[config.mk]
export PLATFORM = sky130hd
export DESIGN_NAME = dmem_port
export DESIGN_NICKNAME = d
export VERILOG_FILES = /design/src/rtl/dmem_port.sv
export SDC_FILE = /design/constraint.sdc
export NUM_CORES = 1
export LEC_CHECK = 0
export CAP_MARGIN = 25
export CORE_MARGIN = 8
export CORE_UTILIZATION = 44
export CTS_CLUSTER_SIZE = 30
export DETAILED_ROUTE_END_ITERATION = 10
export PLACE_DENSITY = 0.86
export SYNTH_ARGS = -nofsm -noshare
export SYNTH_HDL_FRONTEND = slang
export SYNTH_SLANG_ARGS = --single-unit
[constraint.sdc]
create_clock -name clk -period 6.5 [get_ports clk]
set_clock_uncertainty 0.15 [all_clocks]
set_input_delay 1.95 -clock clk [delete_from_list [all_inputs] [get_ports clk]]
set_output_delay 1.95 -clock clk [all_outputs]
set_load 0.01 [all_outputs]
[src/rtl/dmem_port.sv]
// Data-memory port: turns a MEM-stage load/store into one cache request and holds the pipeline until it completes.
// Optional MISALIGN_TRAP_EN: misaligned half/word accesses skip the cache and raise a one-cycle misaligned flag.
`timescale 1ns/1ps

module dmem_port (
  input  logic        clk,
  input  logic        rst,
  input  logic        mem_valid,
  input  logic        is_load,
  input  logic        is_store,
  input  logic [2:0]  funct3,
  input  logic [31:0] addr,
  input  logic [31:0] store_data,
  output logic        dmem_read,
  output logic        dmem_write,
  output logic [31:0] dmem_address,
  output logic [3:0]  dmem_byte_enable,
  output logic [31:0] dmem_wdata,
  input  logic [31:0] dmem_rdata,
  input  logic        dmem_resp,
  output logic [31:0] mdrreg_out,
  output logic [3:0]  rmask,
  output logic        done,
  output logic        stall
`ifdef MISALIGN_TRAP_EN
  ,
  output logic        misaligned
`endif
);

  localparam logic [1:0] IDLE = 2'd0;
  localparam logic [1:0] BUSY = 2'd1;
  localparam logic [1:0] DONE = 2'd2;

  logic [1:0]  state_q, state_d;
  logic        load_q, load_d;
  logic [29:0] waddr_q, waddr_d;
  logic [3:0]  be_q, be_d;
  logic [31:0] wdata_q, wdata_d;
  logic [31:0] mdr_q, mdr_d;
  logic [3:0]  rmask_q, rmask_d;

  logic        mem_req;
  logic [3:0]  be_calc;
  logic [31:0] wdata_calc;

  assign mem_req = mem_valid & (is_load | is_store);

  // The half mask only looks at addr[1] and the word mask at nothing, so offending
  // low bits are already treated as zero when the trap is not built in.
  // NOTE: every always_comb output gets a default first so no path can infer a latch.
  always_comb begin
    be_calc    = 4'b1111;
    wdata_calc = store_data;
    case (funct3)
      3'b000, 3'b100: begin
        be_calc    = 4'b0001 << addr[1:0];
        wdata_calc = {4{store_data[7:0]}};
      end
      3'b001, 3'b101: begin
        be_calc    = 4'b0011 << {addr[1], 1'b0};
        wdata_calc = {2{store_data[15:0]}};
      end
      default: begin
        be_calc    = 4'b1111;
        wdata_calc = store_data;
      end
    endcase
  end

`ifdef MISALIGN_TRAP_EN
  logic mis_calc;
  logic mis_q, mis_d;

  always_comb begin
    mis_calc = 1'b0;
    case (funct3)
      3'b000, 3'b100: mis_calc = 1'b0;
      3'b001, 3'b101: mis_calc = addr[0];
      default:        mis_calc = |addr[1:0];
    endcase
  end
`endif

  always_comb begin
    state_d = state_q;
    load_d  = load_q;
    waddr_d = waddr_q;
    be_d    = be_q;
    wdata_d = wdata_q;
    mdr_d   = mdr_q;
    rmask_d = rmask_q;
`ifdef MISALIGN_TRAP_EN
    mis_d   = 1'b0;
`endif
    case (state_q)
      IDLE: begin
        if (mem_req) begin
          load_d  = is_load;
          waddr_d = addr[31:2];
          be_d    = be_calc;
          wdata_d = wdata_calc;
`ifdef MISALIGN_TRAP_EN
          if (mis_calc) begin
            state_d = DONE;
            mis_d   = 1'b1;
          end else begin
            state_d = BUSY;
          end
`else
          state_d = BUSY;
`endif
        end
      end
      BUSY: begin
        // Request fields stay frozen until the cache answers; the pipeline inputs are ignored.
        if (dmem_resp) begin
          state_d = DONE;
          if (load_q) begin
            mdr_d   = dmem_rdata;
            rmask_d = be_q;
          end
        end
      end
      default: state_d = IDLE;
    endcase
  end

  // NOTE: sequential state uses non-blocking assignments so every flop samples pre-edge values.
  always_ff @(posedge clk or posedge rst) begin
    if (rst) begin
      state_q <= IDLE;
      load_q  <= 1'b0;
      waddr_q <= '0;
      be_q    <= '0;
      wdata_q <= '0;
      mdr_q   <= '0;
      rmask_q <= '0;
    end else begin
      state_q <= state_d;
      load_q  <= load_d;
      waddr_q <= waddr_d;
      be_q    <= be_d;
      wdata_q <= wdata_d;
      mdr_q   <= mdr_d;
      rmask_q <= rmask_d;
    end
  end

`ifdef MISALIGN_TRAP_EN
  always_ff @(posedge clk or posedge rst) begin
    if (rst) mis_q <= 1'b0;
    else     mis_q <= mis_d;
  end

  assign misaligned = mis_q;
`endif

  assign dmem_read        = (state_q == BUSY) &  load_q;
  assign dmem_write       = (state_q == BUSY) & ~load_q;
  assign dmem_address     = {waddr_q, 2'b00};
  assign dmem_byte_enable = be_q;
  assign dmem_wdata       = wdata_q;
  assign mdrreg_out       = mdr_q;
  assign rmask            = rmask_q;
  assign done             = (state_q == DONE);
  assign stall            = mem_req & (state_q != DONE);

endmodule

* Yosys cells after proc, flatten, opt, wreduce, memory -nomap -nowiden
Cells that the tools add are included.
** Storage, ports and cells
- Register bits :: 105
- Output and inout port bits :: 108
** Operators by class
- Eq/ne operators :: 8
- Shifts and indexed selects :: 2
- Mux-type cells :: 5
- Bitwise operators :: 6
- Reductions and logical operators :: 7
** Operators by type and width (number)
- $pmux W32 S2 :: 1
- $pmux W4 S2 :: 1
- $eq A3 B3 Y1 const B :: 2
- $ne A2 B2 Y1 const B :: 3
- $and A1 B1 Y1 :: 4
- $mux W2 :: 2
- $pmux W2 S2 :: 1
- $reduce_and A2 Y1 :: 2
- $reduce_or A2 Y1 :: 2
- $shl A1 B2 Y4 const A :: 1
- $shl A2 B2 Y4 const A :: 1
- $eq A3 B1 Y1 const B :: 1
- $logic_not A3 Y1 :: 1
- $reduce_and A3 Y1 :: 1
- $eq A2 B1 Y1 const B :: 1
- $eq A2 B2 Y1 const B :: 1
- $logic_not A2 Y1 :: 1
- $not A1 Y1 :: 1
- $or A1 B1 Y1 :: 1

* Longest topological paths before layout
- Depth after elaboration :: 4
- Mapped depth :: 5
- Gate-level depth less buffers :: 3

* Least setup slack after synthesis
No wires, ideal clock.
- Kind :: in2out
- Start point :: input is_store
- End point :: output stall
- Arrival time :: 2577 ps
- Path slack :: 1823 ps
- Stages on the path :: 3
- Cells stage by stage :: o21ai_4 clkbuf_1 nor2_1
** Between the ends
- Word-level cells in the longest chain between the ends :: 3
** RTL lines
- start: declaration :: RTL line 10 : input logic is_store,
- $or A1 B1 Y1 :: RTL line 47 : assign mem_req = mem_valid & (is_load | is_store);
- $and A1 B1 Y1 :: RTL line 47
- $and A1 B1 Y1 :: RTL line 167 : assign stall = mem_req & (state_q != DONE);
- end: declaration :: RTL line 24 : output logic stall
Every way passes these cells.

* Worst setup path in the final report
Same ends and word-level chain as after synthesis.

==> results.sh <==
export IMPL_status="completed"
export IMPL_relSlewSlack=0.3294
export IMPL_antenna_found_initial=0
export IMPL_htreeDepth=3
export IMPL_syn_area_um2=4390
export IMPL_wirelength_um=12780
export IMPL_drt_vias_per_instance=5.148
export IMPL_ctsHoldBuffers=0
export IMPL_place_hpwl_um=9620
export IMPL_track_usage=0.1882
export IMPL_crit_type="primary input to primary output"
export IMPL_worstSetupEndpointType="primary output"
export IMPL_stdcell_area_um2=6770
export IMPL_avgSynthCellArea_um2=14.12
export IMPL_startpoint_type="primary input"
export IMPL_grt_ovfl_total=0
export IMPL_place_area_um2=6533
export IMPL_initial_core_util=0.4513
export IMPL_arrival_ns=3.27
export IMPL_syn_instance_count=311
export IMPL_maxCapViolCount=0
export IMPL_worst_path_dominant_cell_family="buffers and inverters"
export IMPL_path_buf_inv=2
export IMPL_ys_types=27
export IMPL_drtAntennaViolNets=0
export IMPL_avgRoutedWirePerCell_um=19.52
export IMPL_slowest_stage="clkdlybuf4s50_1"
export IMPL_grt_pass1_vias=3679
export IMPL_stdcell_count=655
export IMPL_leakage_nw=2.796
export IMPL_port_buffers=209
export IMPL_clk_latency_ns=0.35
export IMPL_max_freq_mhz=186.2
export IMPL_firstDrtPassIters=4
export IMPL_ys_warnings_count=0
export IMPL_antenna_cells=0
export IMPL_grt_pass1_wl_um=19480
export IMPL_finalSetupViolCount=0
export IMPL_gp_congestion=0.7663
export IMPL_worstPathRequired_ns=4.40
export IMPL_min_path_type="flip-flop to flip-flop"
export IMPL_die_x_um=115.9
export IMPL_cts_repair_resized=0
export IMPL_clock_sinks=105
export IMPL_synth_seq_cells=105
export IMPL_post_route_min_period_ns=5.371
export IMPL_fillers=748
export IMPL_slew_violations=0
export IMPL_crit_fanout=2
export IMPL_crit_reg2reg_launch="state_q[1]"
export IMPL_crit_top_cell="clkdlybuf4s50_1"
export IMPL_rsz0062_at_grt="no"
export IMPL_postCtsSetupBuffers=0
export IMPL_cts_buffer_depth=2
export IMPL_path_cells="clkdlybuf4s50_1 > o21ai_4 > nor2_1 > clkdlybuf4s50_1"
export IMPL_die_area_um2=13430
export IMPL_nets=622
export IMPL_route_detailed_drc=0
export IMPL_die_h_um=115.9
export IMPL_cts_made_buffers=9
export IMPL_num_vias=3372
export IMPL_ir_drop_mv=0.1929
export IMPL_critical_path_max_stage_delay_ns=0.57
export IMPL_area_growth_pct=54.20
export IMPL_core_area_um2=9729
export IMPL_ys_seq_area_frac=0.5985
export IMPL_final_setup_worst_slack_ns=1.129
export IMPL_rows=36
export IMPL_hold_ws_ns=0.3455
export IMPL_cts_root_buf="clkbuf_8"
export IMPL_final_hold_violation_count=0
export IMPL_place_inst=638
export IMPL_io_pins=213
export IMPL_finalSetupTns_ns=0
export IMPL_p_per_area_nw_per_um2=384.1
export IMPL_cts_clk_slew_worst_paths_ns=0.10
export IMPL_cts_tree="built"
export IMPL_grt_start_max_net_pins=76
export IMPL_cp_startpoint="is_store"
export IMPL_period_share=0.8263
export IMPL_dp_slack_ns=1.152
export IMPL_hold_path_startpoint="dmem_wdata[2]"
export IMPL_worst_slew_pin_slew_ns=1.006
export IMPL_drive_above_1_share=0.1954
export IMPL_drt_iter0_drc=145
[worst paths after layout]
kind | depth (start not counted) | slack [ns] | endpoint
setup / recovery | 4 | 1.13 | stall
hold / removal | 1 | 0.35 | dmem_wdata[2]
setup reg to reg | 3 | 4.05 | waddr_q[27]
hold reg to reg | 1 | 0.35 | dmem_wdata[2]
max in group asynchronous | 4 | 3.57 | mdrreg_out[17]
min in group asynchronous | 2 | 1.66 | waddr_q[11]
[layout by cell type (no fill, tap or decap), types with 2 or more instances in the layout]
cell             instances
o21ai_0                 54
mux2_1                   5
nand2b_1                 2
clkbuf_8                 9
a31oi_1                  2
buf_4                    2
bufinv_16                2
a21oi_1                  4
mux2i_1                 24
mux2_2                  78
nor2_1                   3
dfrtp_1                105
clkdlybuf4s50_1        209
and2_1                   2
clkinv_2                 3
conb_1                   2
[flip-flops by register name, summed over array words and instances (netlist names)]
| register | count |
|---|---|
| load_q | 1 |
| mdrreg_out | 32 |
| rmask | 4 |
| dmem_wdata | 32 |
| waddr_q | 30 |
| state_q | 2 |
| dmem_byte_enable | 4 |
[kinds of logic (layout without fill, tap and decap cells)]
kind of cell,after synthesis,after routing,share of synthesized area
buffers and inverters,21,231,0.03391
AO/OA/AOI/OAI,63,63,0.07552
flip-flops,105,105,0.5985
AND/OR/NAND/NOR,14,14,0.02366
multiplexers,107,107,0.2676
other,1,2,0.0008541
[final cells by class]
class,instances,area (um^2),area share
well taps,133,166.4,0.02458
inverters,3,13.76,0.002033
multi-input cells,186,1618,0.2390
repair buffers,212,2135,0.3153
clock buffers,10,127.6,0.01885
clock inverters,6,82.58,0.01220
flip-flops and latches,105,2628,0.3881
[report_power, final]
part	internal, mW	switching (mW)
registers	0.913	0.134
clock network	0.215	0.215
logic	0.687	0.437
total	1.82	0.785
[through the flow]
stage / total power, mW / utilization
floorplan: 1.495 / -
global placement: 2.154 / 0.6714
detailed placement: 2.201 / 0.6714
CTS: 2.638 / 0.6930
global route: 2.749 / 0.6959
finish: 2.601 / 0.6959
[Yosys cell counts (all sizes together)]
cell type	instances	area share
clkbuf	6	0.0051
buf	12	0.026
inv	3	0.0026
and2b	1	0.0017
conb	1	0.00085
a31oi	2	0.0028
nand2	1	0.00085
dfrtp	105	0.60
nor2	5	0.0086
o21ai	56	0.066
nand3	1	0.0040
o21a	1	0.0017
nor2b	1	0.0014
nand2b	2	0.0028
and2	2	0.0028
a21oi	4	0.0046
mux2i	24	0.055
or2	1	0.0014
mux2	83	0.21
[per-layer routing]
| layer | global-route usage | share of wire |
|---|---|---|
| met3 | 0.07608 | 0.11 |
| met5 | 0 | 0 |
| met4 | 0.07865 | 0.022 |
| met2 | 0.3152 | 0.51 |
| met1 | 0.2077 | 0.36 |
Note: power is estimated with default switching activity, not from simulation.
==> edit: new RTL, same flow settings <==
Add a define of `MISALIGN_TRAP_EN`.
--- a/src/rtl/dmem_port.sv
+++ b/src/rtl/dmem_port.sv
@@ -3,2 +3,4 @@
 `timescale 1ns/1ps
+
+`define MISALIGN_TRAP_EN
 
Behaviour (old outputs only; new: misaligned): not the same (a bounded check fails within 4 cycles, from zero or initial values and one cycle with rst high).
==> edit against the unedited design <==
Sequential cell count up 1. Clock power down 16%. Worst setup slack lost 0.085 ns. Design area about the same. Area after synthesis is 1.5% higher. Total power is 6.1% lower. Routed wire length rose by 1.5%. Highest routed layer unchanged.
==> edit: results (changes against the unedited design) <==
Synth
  – Synth top area cells: dfrtp_1 60%, mux2_2 19%, o21ai_0 6.0%
  – Synth Instances: 317 (+1.9%)
  – Seq/Total Area, Yosys: 59.5% (-0.31 points)
  – Compound-cell area share of the yosys netlist: 7.78% (+0.23 points)
  – Mux contribution to synthesized area: 26.5% (-0.31 points)
  – Post-synth top cells: 106 x dfrtp_1, 74 x mux2_2, 53 x o21ai_0
  – Synth unique cells: 33 (+22%)

Placed design
  – Placer Congestion: 0.779 (+1.6%)
  – Hpwl dp: 9930 um (+3.2%)
  – Port bufs: 210 (+0.48%)
  – Placed Instance Area: 6600 um2 (+1.0%)
  – Worst slack, placed: 1.06 ns (-0.0957 ns)
  – Placed cells: 644 (+0.94%)

Global route
  – Met2 Use GR: 33.0% (+1.5 points)
  – GR Util met1: 20.3% (-0.51 points)
  – Largest net degree at the start of global routing: 65 (-14%)
  – M3 GR Usage: 8.32% (+0.72 points)
  – All-layer global routing usage: 19.0% (+0.22 points)
  – Vias in the first global route: 3682 (+0.082%)
  – First-pass GRT wire length: 19700 um (+1.1%)

Routing
  – Iter 0 DRT Violations: 127 (-12%)
  – Top Metal Used: met4
  – DR vias: 3369 (-0.089%)
  – DRT Pass-1 Iters: 4 (unchanged)
  – Met3 routed wirelength: 1510 um (+8.4%)
  – Met2 routed WL: 6520 um (-0.34%)
  – Routed WL: 13000 um (+1.5%)
  – Met1 Routed Length: 4760 um (+4.4%)

Worst setup path
  – CP Data Arrival Time: 3.36 ns (+0.09 ns)
  – Worst path max stage delay: 0.59 ns (+0.02 ns)
  – Crit-path max FO: 3 (+1)

CTS
  – Num CTS Buffers: 9 (unchanged)

Layout
  – Fin cells: 660 (+0.76%)
  – Layout cell share with drive strength beyond 1: 18.4% (-1.1 points)
  – Fin nets: 627 (+0.80%)

STA
  – Slew Limit Fails: 0 (unchanged)
  – Slew @ Worst Pin: 1.00 ns (-0.00141 ns)

Power
  – P_leak: 2.80 nW (about the same)
  – Max IR drop VDD: 0.177 mV (-8.2%)

Run status
  – Status: finished clean
[edit: path summary, 6_finish.rpt]
path	from	slack, ns	to
worst max-delay path	is_load	1.04	stall
worst min-delay path	dmem_wdata[6]	0.35	dmem_wdata[6]
worst max register to register	state_q[1]	4.06	waddr_q[0]
worst min register to register	dmem_wdata[6]	0.35	dmem_wdata[6]
max in group asynchronous	rst	3.17	waddr_q[25]
min in group asynchronous	rst	1.93	waddr_q[16]
[edit: area by class of cell]
cell class                 instances  area [um2]
fill                             748        3060
sequential                       106        2650
timing repair buffer             212        2120
multi-input combinational        190        1650
tap                              133         166
clock buffer                      12         135
clock inverter                     4        28.8
inverter                           3        13.8
[edit: where the power goes]
part | internal, mW | switching, mW
Clock | 0.140 | 0.220
Sequential | 0.902 | 0.127
Combinational | 0.643 | 0.409
[edit: worst register-to-register path: stages, from the launching register on]
cell and delay [ns]:
dfrtp_1 0.42, or2_1 0.60, nor2_8 0.72, mux2_2 0.44
